==> config.mk <==
export PLATFORM = sky130hd
export DESIGN_NAME = pc_file_flat
export DESIGN_NICKNAME = d
export VERILOG_FILES = /design/src/rtl/pc_file_if.sv /design/src/rtl/pc_file.sv /design/src/flat_wrapper.sv
export SDC_FILE = /design/constraint.sdc
export NUM_CORES = 2
export LEC_CHECK = 0
export CAP_MARGIN = 10
export CORE_MARGIN = 4
export CORE_UTILIZATION = 30
export DETAILED_ROUTE_END_ITERATION = 7
export PLACE_DENSITY = 0.47
export REMOVE_ABC_BUFFERS = 1
export SYNTH_ARGS = -nofsm -noshare
export SYNTH_HDL_FRONTEND = slang
export SYNTH_SLANG_ARGS = --single-unit
==> constraint.sdc <==
create_clock -name clk -period 24 [get_ports clk]
set_input_delay 4.8 -clock clk [delete_from_list [all_inputs] [get_ports clk]]
set_output_delay 4.8 -clock clk [all_outputs]
set_load 0.01 [all_outputs]
==> src/rtl/pc_file_if.sv <==
// Fetch-side bundle for pc_file: redirect sources in, fetch PC and mode status out.
// exp_cnt exists only when PC_FILE_EXP_CNT_EN is defined.
interface pc_file_if #(
    parameter int NUM_TRD = 8,
    parameter int PC_W    = 32
);
    localparam int TRD_W = $clog2(NUM_TRD);

    logic [TRD_W-1:0]   fetch_trd;
    logic               i_rd;
    logic               stall;
    logic [PC_W-1:0]    fetch_pc;
    logic               jmp;
    logic [TRD_W-1:0]   jmp_trd;
    logic [PC_W-1:0]    jmp_pc;
    logic               i_miss;
    logic [TRD_W-1:0]   i_miss_trd;
    logic [PC_W-1:0]    i_miss_pc;
    logic               d_miss;
    logic [TRD_W-1:0]   d_miss_trd;
    logic [PC_W-1:0]    d_miss_pc;
    logic               exp;
    logic [TRD_W-1:0]   exp_trd;
    logic [PC_W-1:0]    exp_pc;
    logic               ret;
    logic [TRD_W-1:0]   ret_trd;
    logic [NUM_TRD-1:0] exp_mode;
    logic               exp_drop;
`ifdef PC_FILE_EXP_CNT_EN
    logic [7:0]         exp_cnt;
`endif

    modport master (
        output fetch_trd, i_rd, stall,
               jmp, jmp_trd, jmp_pc,
               i_miss, i_miss_trd, i_miss_pc,
               d_miss, d_miss_trd, d_miss_pc,
               exp, exp_trd, exp_pc,
               ret, ret_trd,
        input  fetch_pc, exp_mode, exp_drop
`ifdef PC_FILE_EXP_CNT_EN
             , exp_cnt
`endif
    );

    modport slave (
        input  fetch_trd, i_rd, stall,
               jmp, jmp_trd, jmp_pc,
               i_miss, i_miss_trd, i_miss_pc,
               d_miss, d_miss_trd, d_miss_pc,
               exp, exp_trd, exp_pc,
               ret, ret_trd,
        output fetch_pc, exp_mode, exp_drop
`ifdef PC_FILE_EXP_CNT_EN
             , exp_cnt
`endif
    );
endinterface

==> src/rtl/pc_file.sv <==
// Per-thread PC / EPC / mode file with prioritised redirects for the barrel-threaded fetch stage.
// Optional per-thread saturating exception counter enabled by PC_FILE_EXP_CNT_EN.
module pc_file #(
    parameter int              NUM_TRD    = 8,
    parameter int              PC_W       = 32,
    parameter logic [PC_W-1:0] START_PC   = '0,
    parameter logic [PC_W-1:0] HANDLER_PC = PC_W'(32'h100),
    parameter int              TRD_W      = $clog2(NUM_TRD)
) (
    input logic    clk,
    input logic    rst,
    pc_file_if.slave bus
);
    typedef enum logic {ST_RUN = 1'b0, ST_EXC = 1'b1} trd_state_e;

    trd_state_e      r_state [NUM_TRD];
    logic [PC_W-1:0] r_pc    [NUM_TRD];
    logic [PC_W-1:0] r_epc   [NUM_TRD];
    logic            r_drop;

    logic [TRD_W-1:0]   w_fetch_trd;
    logic [NUM_TRD-1:0] w_exp_acc, w_ret_acc, w_dm_hit, w_im_hit, w_jmp_hit, w_inc_hit;

    assign w_fetch_trd = bus.fetch_trd;

    // One-hot target decode per source; exp/ret qualified by the target thread's mode.
    always_comb begin
        w_dm_hit  = bus.d_miss ? (NUM_TRD'(1) << bus.d_miss_trd) : '0;
        w_im_hit  = bus.i_miss ? (NUM_TRD'(1) << bus.i_miss_trd) : '0;
        w_jmp_hit = (bus.jmp  && !bus.stall) ? (NUM_TRD'(1) << bus.jmp_trd)   : '0;
        w_inc_hit = (bus.i_rd && !bus.stall) ? (NUM_TRD'(1) << bus.fetch_trd) : '0;
        w_exp_acc = '0;
        w_ret_acc = '0;
        for (int t = 0; t < NUM_TRD; t++) begin
            w_exp_acc[t] = bus.exp && (bus.exp_trd == TRD_W'(t)) && (r_state[t] == ST_RUN);
            w_ret_acc[t] = bus.ret && (bus.ret_trd == TRD_W'(t)) && (r_state[t] == ST_EXC);
        end
    end

    // NOTE: the register arrays sit on the async reset because every PC must read START_PC
    // the instant rst rises; this is flop storage, not a RAM macro.
    always_ff @(posedge clk or posedge rst) begin
        if (rst) begin
            for (int t = 0; t < NUM_TRD; t++) begin
                r_state[t] <= ST_RUN;
                r_pc[t]    <= START_PC;
                r_epc[t]   <= START_PC;
            end
            r_drop <= 1'b0;
        end else begin
            for (int t = 0; t < NUM_TRD; t++) begin
                if (w_exp_acc[t]) begin
                    r_pc[t]    <= HANDLER_PC;
                    r_epc[t]   <= bus.exp_pc;
                    r_state[t] <= ST_EXC;
                end else if (w_ret_acc[t]) begin
                    r_pc[t]    <= r_epc[t];
                    r_state[t] <= ST_RUN;
                end else if (w_dm_hit[t]) begin
                    r_pc[t] <= bus.d_miss_pc;
                end else if (w_im_hit[t]) begin
                    r_pc[t] <= bus.i_miss_pc;
                end else if (w_jmp_hit[t]) begin
                    r_pc[t] <= bus.jmp_pc;
                end else if (w_inc_hit[t]) begin
                    r_pc[t] <= r_pc[t] + PC_W'(1);
                end
            end
            r_drop <= bus.exp && (r_state[bus.exp_trd] == ST_EXC);
        end
    end

    assign bus.fetch_pc = r_pc[w_fetch_trd];
    assign bus.exp_drop = r_drop;

    always_comb begin
        bus.exp_mode = '0;
        for (int t = 0; t < NUM_TRD; t++) begin
            bus.exp_mode[t] = (r_state[t] == ST_EXC);
        end
    end

`ifdef PC_FILE_EXP_CNT_EN
    logic [7:0] r_cnt [NUM_TRD];

    always_ff @(posedge clk or posedge rst) begin
        if (rst) begin
            for (int t = 0; t < NUM_TRD; t++) r_cnt[t] <= '0;
        end else begin
            for (int t = 0; t < NUM_TRD; t++) begin
                if (w_exp_acc[t]) begin
                    if (r_cnt[t] != 8'hFF) r_cnt[t] <= r_cnt[t] + 8'd1;
                end else if (w_ret_acc[t]) begin
                    r_cnt[t] <= '0;
                end
            end
        end
    end

    assign bus.exp_cnt = r_cnt[w_fetch_trd];
`endif
endmodule

==> src/flat_wrapper.sv <==
// flat-port wrapper written by rule: the top's interface ports become plain ports
module pc_file_flat 
#(
    parameter int              NUM_TRD    = 8,
    parameter int              PC_W       = 32,
    parameter logic [PC_W-1:0] START_PC   = '0,
    parameter logic [PC_W-1:0] HANDLER_PC = PC_W'(32'h100),
    parameter int              TRD_W      = $clog2(NUM_TRD)
)
  (clk, rst, bus_fetch_trd, bus_i_rd, bus_stall, bus_jmp, bus_jmp_trd, bus_jmp_pc, bus_i_miss, bus_i_miss_trd, bus_i_miss_pc, bus_d_miss, bus_d_miss_trd, bus_d_miss_pc, bus_exp, bus_exp_trd, bus_exp_pc, bus_ret, bus_ret_trd, bus_fetch_pc, bus_exp_mode, bus_exp_drop);
  pc_file_if #(.NUM_TRD(NUM_TRD), .PC_W(PC_W)) bus_i ();
  input logic clk;
  input logic rst;
  input wire logic [$bits(bus_i.fetch_trd)-1:0] bus_fetch_trd;
  input wire logic [$bits(bus_i.i_rd)-1:0] bus_i_rd;
  input wire logic [$bits(bus_i.stall)-1:0] bus_stall;
  input wire logic [$bits(bus_i.jmp)-1:0] bus_jmp;
  input wire logic [$bits(bus_i.jmp_trd)-1:0] bus_jmp_trd;
  input wire logic [$bits(bus_i.jmp_pc)-1:0] bus_jmp_pc;
  input wire logic [$bits(bus_i.i_miss)-1:0] bus_i_miss;
  input wire logic [$bits(bus_i.i_miss_trd)-1:0] bus_i_miss_trd;
  input wire logic [$bits(bus_i.i_miss_pc)-1:0] bus_i_miss_pc;
  input wire logic [$bits(bus_i.d_miss)-1:0] bus_d_miss;
  input wire logic [$bits(bus_i.d_miss_trd)-1:0] bus_d_miss_trd;
  input wire logic [$bits(bus_i.d_miss_pc)-1:0] bus_d_miss_pc;
  input wire logic [$bits(bus_i.exp)-1:0] bus_exp;
  input wire logic [$bits(bus_i.exp_trd)-1:0] bus_exp_trd;
  input wire logic [$bits(bus_i.exp_pc)-1:0] bus_exp_pc;
  input wire logic [$bits(bus_i.ret)-1:0] bus_ret;
  input wire logic [$bits(bus_i.ret_trd)-1:0] bus_ret_trd;
  output wire logic [$bits(bus_i.fetch_pc)-1:0] bus_fetch_pc;
  output wire logic [$bits(bus_i.exp_mode)-1:0] bus_exp_mode;
  output wire logic [$bits(bus_i.exp_drop)-1:0] bus_exp_drop;
  assign bus_i.fetch_trd = bus_fetch_trd;
  assign bus_i.i_rd = bus_i_rd;
  assign bus_i.stall = bus_stall;
  assign bus_i.jmp = bus_jmp;
  assign bus_i.jmp_trd = bus_jmp_trd;
  assign bus_i.jmp_pc = bus_jmp_pc;
  assign bus_i.i_miss = bus_i_miss;
  assign bus_i.i_miss_trd = bus_i_miss_trd;
  assign bus_i.i_miss_pc = bus_i_miss_pc;
  assign bus_i.d_miss = bus_d_miss;
  assign bus_i.d_miss_trd = bus_d_miss_trd;
  assign bus_i.d_miss_pc = bus_d_miss_pc;
  assign bus_i.exp = bus_exp;
  assign bus_i.exp_trd = bus_exp_trd;
  assign bus_i.exp_pc = bus_exp_pc;
  assign bus_i.ret = bus_ret;
  assign bus_i.ret_trd = bus_ret_trd;
  assign bus_fetch_pc = bus_i.fetch_pc;
  assign bus_exp_mode = bus_i.exp_mode;
  assign bus_exp_drop = bus_i.exp_drop;
  pc_file #(.NUM_TRD(NUM_TRD), .PC_W(PC_W), .START_PC(START_PC), .HANDLER_PC(HANDLER_PC), .TRD_W(TRD_W)) u_core (.clk(clk), .rst(rst), .bus(bus_i));
endmodule
[Word-level counts from Yosys, hierarchy flattened]
Cells that the tools add are included.
Operators by class
  add/subtract/negate cells: 8
  multiply operators: 0
  div/mod/pow operators: 0
  magnitude comparators: 2
  equality and inequality tests: 14
  shift operators: 4
  muxes and demuxes: 74
  bitwise logic cells: 10
  reduce and logical (&&, ||, !) cells: 54
Operators by type and width (number)
  two-way mux 32 bit: 50
  adder 32 x 1 -> 32 bit, second input constant: 8
  binary-select mux 32 bit (select 3 bit): 1
  nonzero test 6 bit: 8
  logical AND 1 bit: 35
  two-way mux 8 bit: 4
  << shifter 1 x 3 -> 8 bit, first input constant: 4
  equality test 3 bit, second input constant: 8
  two-way mux 1 bit: 18
  nonzero test 2 bit: 8
  equality test 3 x 2 -> 1 bit, second input constant: 4
  greater-or-equal comparator 4 bit, second input constant: 2
  inverter 1 bit: 8
  inverter 3 -> 4 bit: 2
  equality test 3 x 1 -> 1 bit, second input constant: 2
  zero test 3 bit: 2
  binary-select mux 1 bit (select 3 bit): 1
  zero test 1 bit: 1
Storage, ports and cells
  flip-flop bits (word level): 521
  latch bits: 0
  memory bits (writable): 0
  ROM bits: 0
  input port bits: 155
  output and inout port bits: 41
  logic and storage cells: 191
  memories kept: 0

[Depth between registers and ports, before layout]
  depth in word-level cells: 9
  gate-level depth with buffers: 10

[Worst setup path after synthesis]
No wires, ideal clock.
  kind: in2out
  from: input bus_fetch_trd[0]
  to: output bus_fetch_pc[6]
  arrival time: 6.668 ns
  path slack: 12.532 ns
  stages on the path: 5
  buffers on the path: 3
  path through: clkbuf_1 > buf_2 > buf_1 > mux4_1 > mux2_2
On the way
  word-level cells in the longest chain between the ends: 4
Ends and longest elaborated chain
  start, declared: line flat_wrapper.sv:14  | input wire logic [$bits(bus_i.fetch_trd)-1:0] bus_fetch_trd;
  inverter 3 -> 4 bit (not written as such): line pc_file.sv:73  | assign bus.fetch_pc = r_pc[w_fetch_trd];
  binary-select mux 32 bit (select 3 bit): line pc_file.sv:73
  two-way mux 32 bit (not written as such) (2 in series): line pc_file.sv:73
  end, declared: line flat_wrapper.sv:31  | output wire logic [$bits(bus_i.fetch_pc)-1:0] bus_fetch_pc;
Every way passes these cells. The select of a mux whose other input is x is not followed.

[Worst setup path after layout]
  from: input bus_fetch_trd[0]
  to: output bus_fetch_pc[18]
Same word-level chain as after synthesis.

==> metrics.csv <==
metric,value,unit
drt_iter0_markers,5790,
avgSynthCellArea,7.73,um2
vias,41900,
row_count,130,
postRouteAntennaNets,0,
tns,0,ns
max_freq,0.0823,GHz
pwr-share-comb,28.8,%
outcome,finished clean,
clk_pin_slew,0.06,ns
critical_path.cell_chain,"buf_4, buf_4, mux4_2, mux2_2, clkdlybuf4s50_1",
synth.cell_area,37900,um2
clkPwrFrac,28.8,%
grt.total_usage,30.9,%
crit_top_cell,buf_4,
post_cts_buffers,0,
critPathKind,in2out,
yosysTopAreaCell,dfrtp_1,
wl_per_cell,32.1,um
worst_pin_slew,1.35,ns
timing.final.crit_share,50.7,%
crit_path_start_kind,input pin,
power.internal,0.00228,W
seqPwrFrac,42.4,%
setup_viol,0,
vias_per_cell,6.40,
die_y,364,um
dr.pass1.iters,8,
grt_first_pass_wirelength,297,mm
whs_path_depth,2,
post_cts_resized,0,
layout_min_cycle_time,12.16,ns
fin_skew,0.0361,ns
drive_gt1_share,9.57,%
hold_buffers,0,
holdCritPathClass,reg2reg,
rr_worst_depth,9,
finalHoldViolCount,0,
yosys_warnings,0,
synth-seq-area-share,34.4,%
critPathMaxFanout,55,
yosys-top-cells-count,"nand2_1 (1170), dfrtp_1 (521), nor2_1 (364)",
synthToLayoutAreaGrowth,14.7,%
cellLeakagePower,17.8,nW
syn_inst,4910,
reg2reg_from,u_core.bus.exp_mode[7],
rr_endpoint,u_core.r_pc[25],
die_w,364,um
postPlaceCellArea,41200,um2
first_global_vias,38500,
drc,0,
dieArea,132000,um2
startpoint,bus_fetch_trd[0],
worstHoldEndpoint,u_core.r_epc[213],
synth_top_area_share,34.4,%
cts-buffers-inserted,70,
totalWireLength,210,mm
r2r_slack,20.58,ns
maxSlewViolCount,0,
synth_most_common_cell,nand2_1,
p_sw_share,40.1,%
worstHoldStart,u_core.r_epc[213],
ys.flop_type,dfrtp_1,
cts-root-buf,clkbuf_16,
crit_arrival,7.36,ns
cts_tree,built,
design_area,43500,um2
p_per_area,87.3,nW/um2
critPathSlowestCell,buf_4,
cap_violations,0,
grt_max_degree,130,
synth-edff-count,0,
critPathMaxStageDelay,0.74,ns
io_buffers,195,
synthDistinctLibCells,114,
vdd_drop_max,0.0000562,V
max_slew_margin,9.53,%
gp_congestion,0.962,
grt_antenna_before_repair,3,
nets,4994,
insertion_delay,0.66,ns
overflow,0,
critical-path-top-delay-family,buffers and inverters,
critPathRequiredTime,19.20,ns
cts.sinks,521,
synthTopCellsByArea,"dfrtp_1 (34%), nand2_1 (12%), mux4_2 (3.8%), nor2_1 (3.6%), a21oi_1 (3.6%)",
io_pins,196,
p_sw,0.00152,W
synthArstFlopShare,100,%
endpoint_kind,primary output,
core_area,126000,um2
h-tree-depth,3,
dp_hpwl,153,mm
clock_path_buffers,3,
start_util,30.2,%
synth-seq-cells,521,
crit_buf_inv,3,
rsz0062_at_grt,no,
sequential cells by signal (all words and copies together) (netlist names):
name,flops
u_core.r_pc,256
u_core.r_epc,256
u_core.bus.exp_mode,8
u_core.bus.exp_drop,1
how the worst max path moves through the flow:
stage	end	slack [ns]	cells past startpoint
global placement	bus_fetch_pc[17]	11.86	5
global route	bus_fetch_pc[20]	11.68	5
floorplan	u_core.bus.exp_drop	4.64	1
detailed placement	bus_fetch_pc[21]	11.80	5
finish	bus_fetch_pc[18]	11.84	5
CTS	bus_fetch_pc[18]	11.81	5
placed cells by master, fill, tap and decap left out, drive strengths merged, types with 18 or more instances in the layout:
cell type      instances
xor2                  78
dfrtp                521
o21ai                271
o31ai                 25
and2                  32
clkdlybuf4s50        192
a22oi                 35
a211oi                88
mux4                  66
nand4                 92
a221oi                52
mux2i                 18
a32oi                 21
or3                   34
o311ai                19
nand2               1170
xnor2                 66
mux2                  34
o221ai                59
and3                  69
a21oi                271
inv                   47
o22ai                 89
o211ai                83
nor4                  49
buf                  152
and4                  31
nor3                 145
clkbuf               104
nor2                 369
nor4b                 22
or4                   20
a31oi                 75
nand3                189
kinds of logic after synthesis:
kind of cell               Yosys count  synth area share, %
xor gates and xnor gates           144                 3.32
and+or+nand+nor                   2292                 27.8
AOI/OAI and AO/OA                 1289                 22.9
buffers and inverters              538                 5.96
DFF                                521                 34.4
muxes                              118                 5.42
adders and majority gates            8                0.264
worst reg2reg max path, stage by stage (launching register included):
cell,delay (ns)
dfrtp_1,0.43
inv_1,0.08
buf_4,0.21
nor2_2,0.06
buf_4,0.28
or3_1,0.75
nor2_1,0.84
buf_4,0.32
a21oi_1,0.06
o2bb2a_1,0.30
metrics by stage:
stage               std cells  setup slack, ns  total power [W]  util, %  hold slack (ns)
finish                   6536            11.84          0.00380     34.7            0.470
floorplan                4415             4.64          0.00208        -            0.432
global route             6531            11.68          0.00396     34.6            0.480
global placement         6408            11.86          0.00267     32.8            0.455
CTS                      6530            11.81          0.00378     34.6            0.471
detailed placement       6408            11.80          0.00268     32.8            0.456
layer usage:
layer	vias up	track usage, %	part of all wire (%)
met4	2	16.9	6.6
li1	17800	-	-
met3	607	5.92	9.6
met1	20700	41.8	41
met5	-	0	0.0057
met2	2775	46.3	43
layout make-up:
cell class,count,area [um2]
inverter,43,169
tap,1650,2060
timing repair buffer,344,3080
clock inverter,18,194
sequential,521,13000
antenna,5,12.5
multi-input combinational,3851,22900
clock buffer,104,2090
fill,13300,82100
power by group through the flow:
stage	registers, W	clock network, W	logic [W]
2_1_floorplan	0.00138	0	0.000698
3_3_place_gp	0.00161	0	0.00106
3_5_place_dp	0.00161	0	0.00107
4_1_cts	0.00159	0.00111	0.00108
5_1_grt	0.00163	0.00114	0.00119
6_report	0.00161	0.00109	0.00109
(Power assumes the default switching activity.)
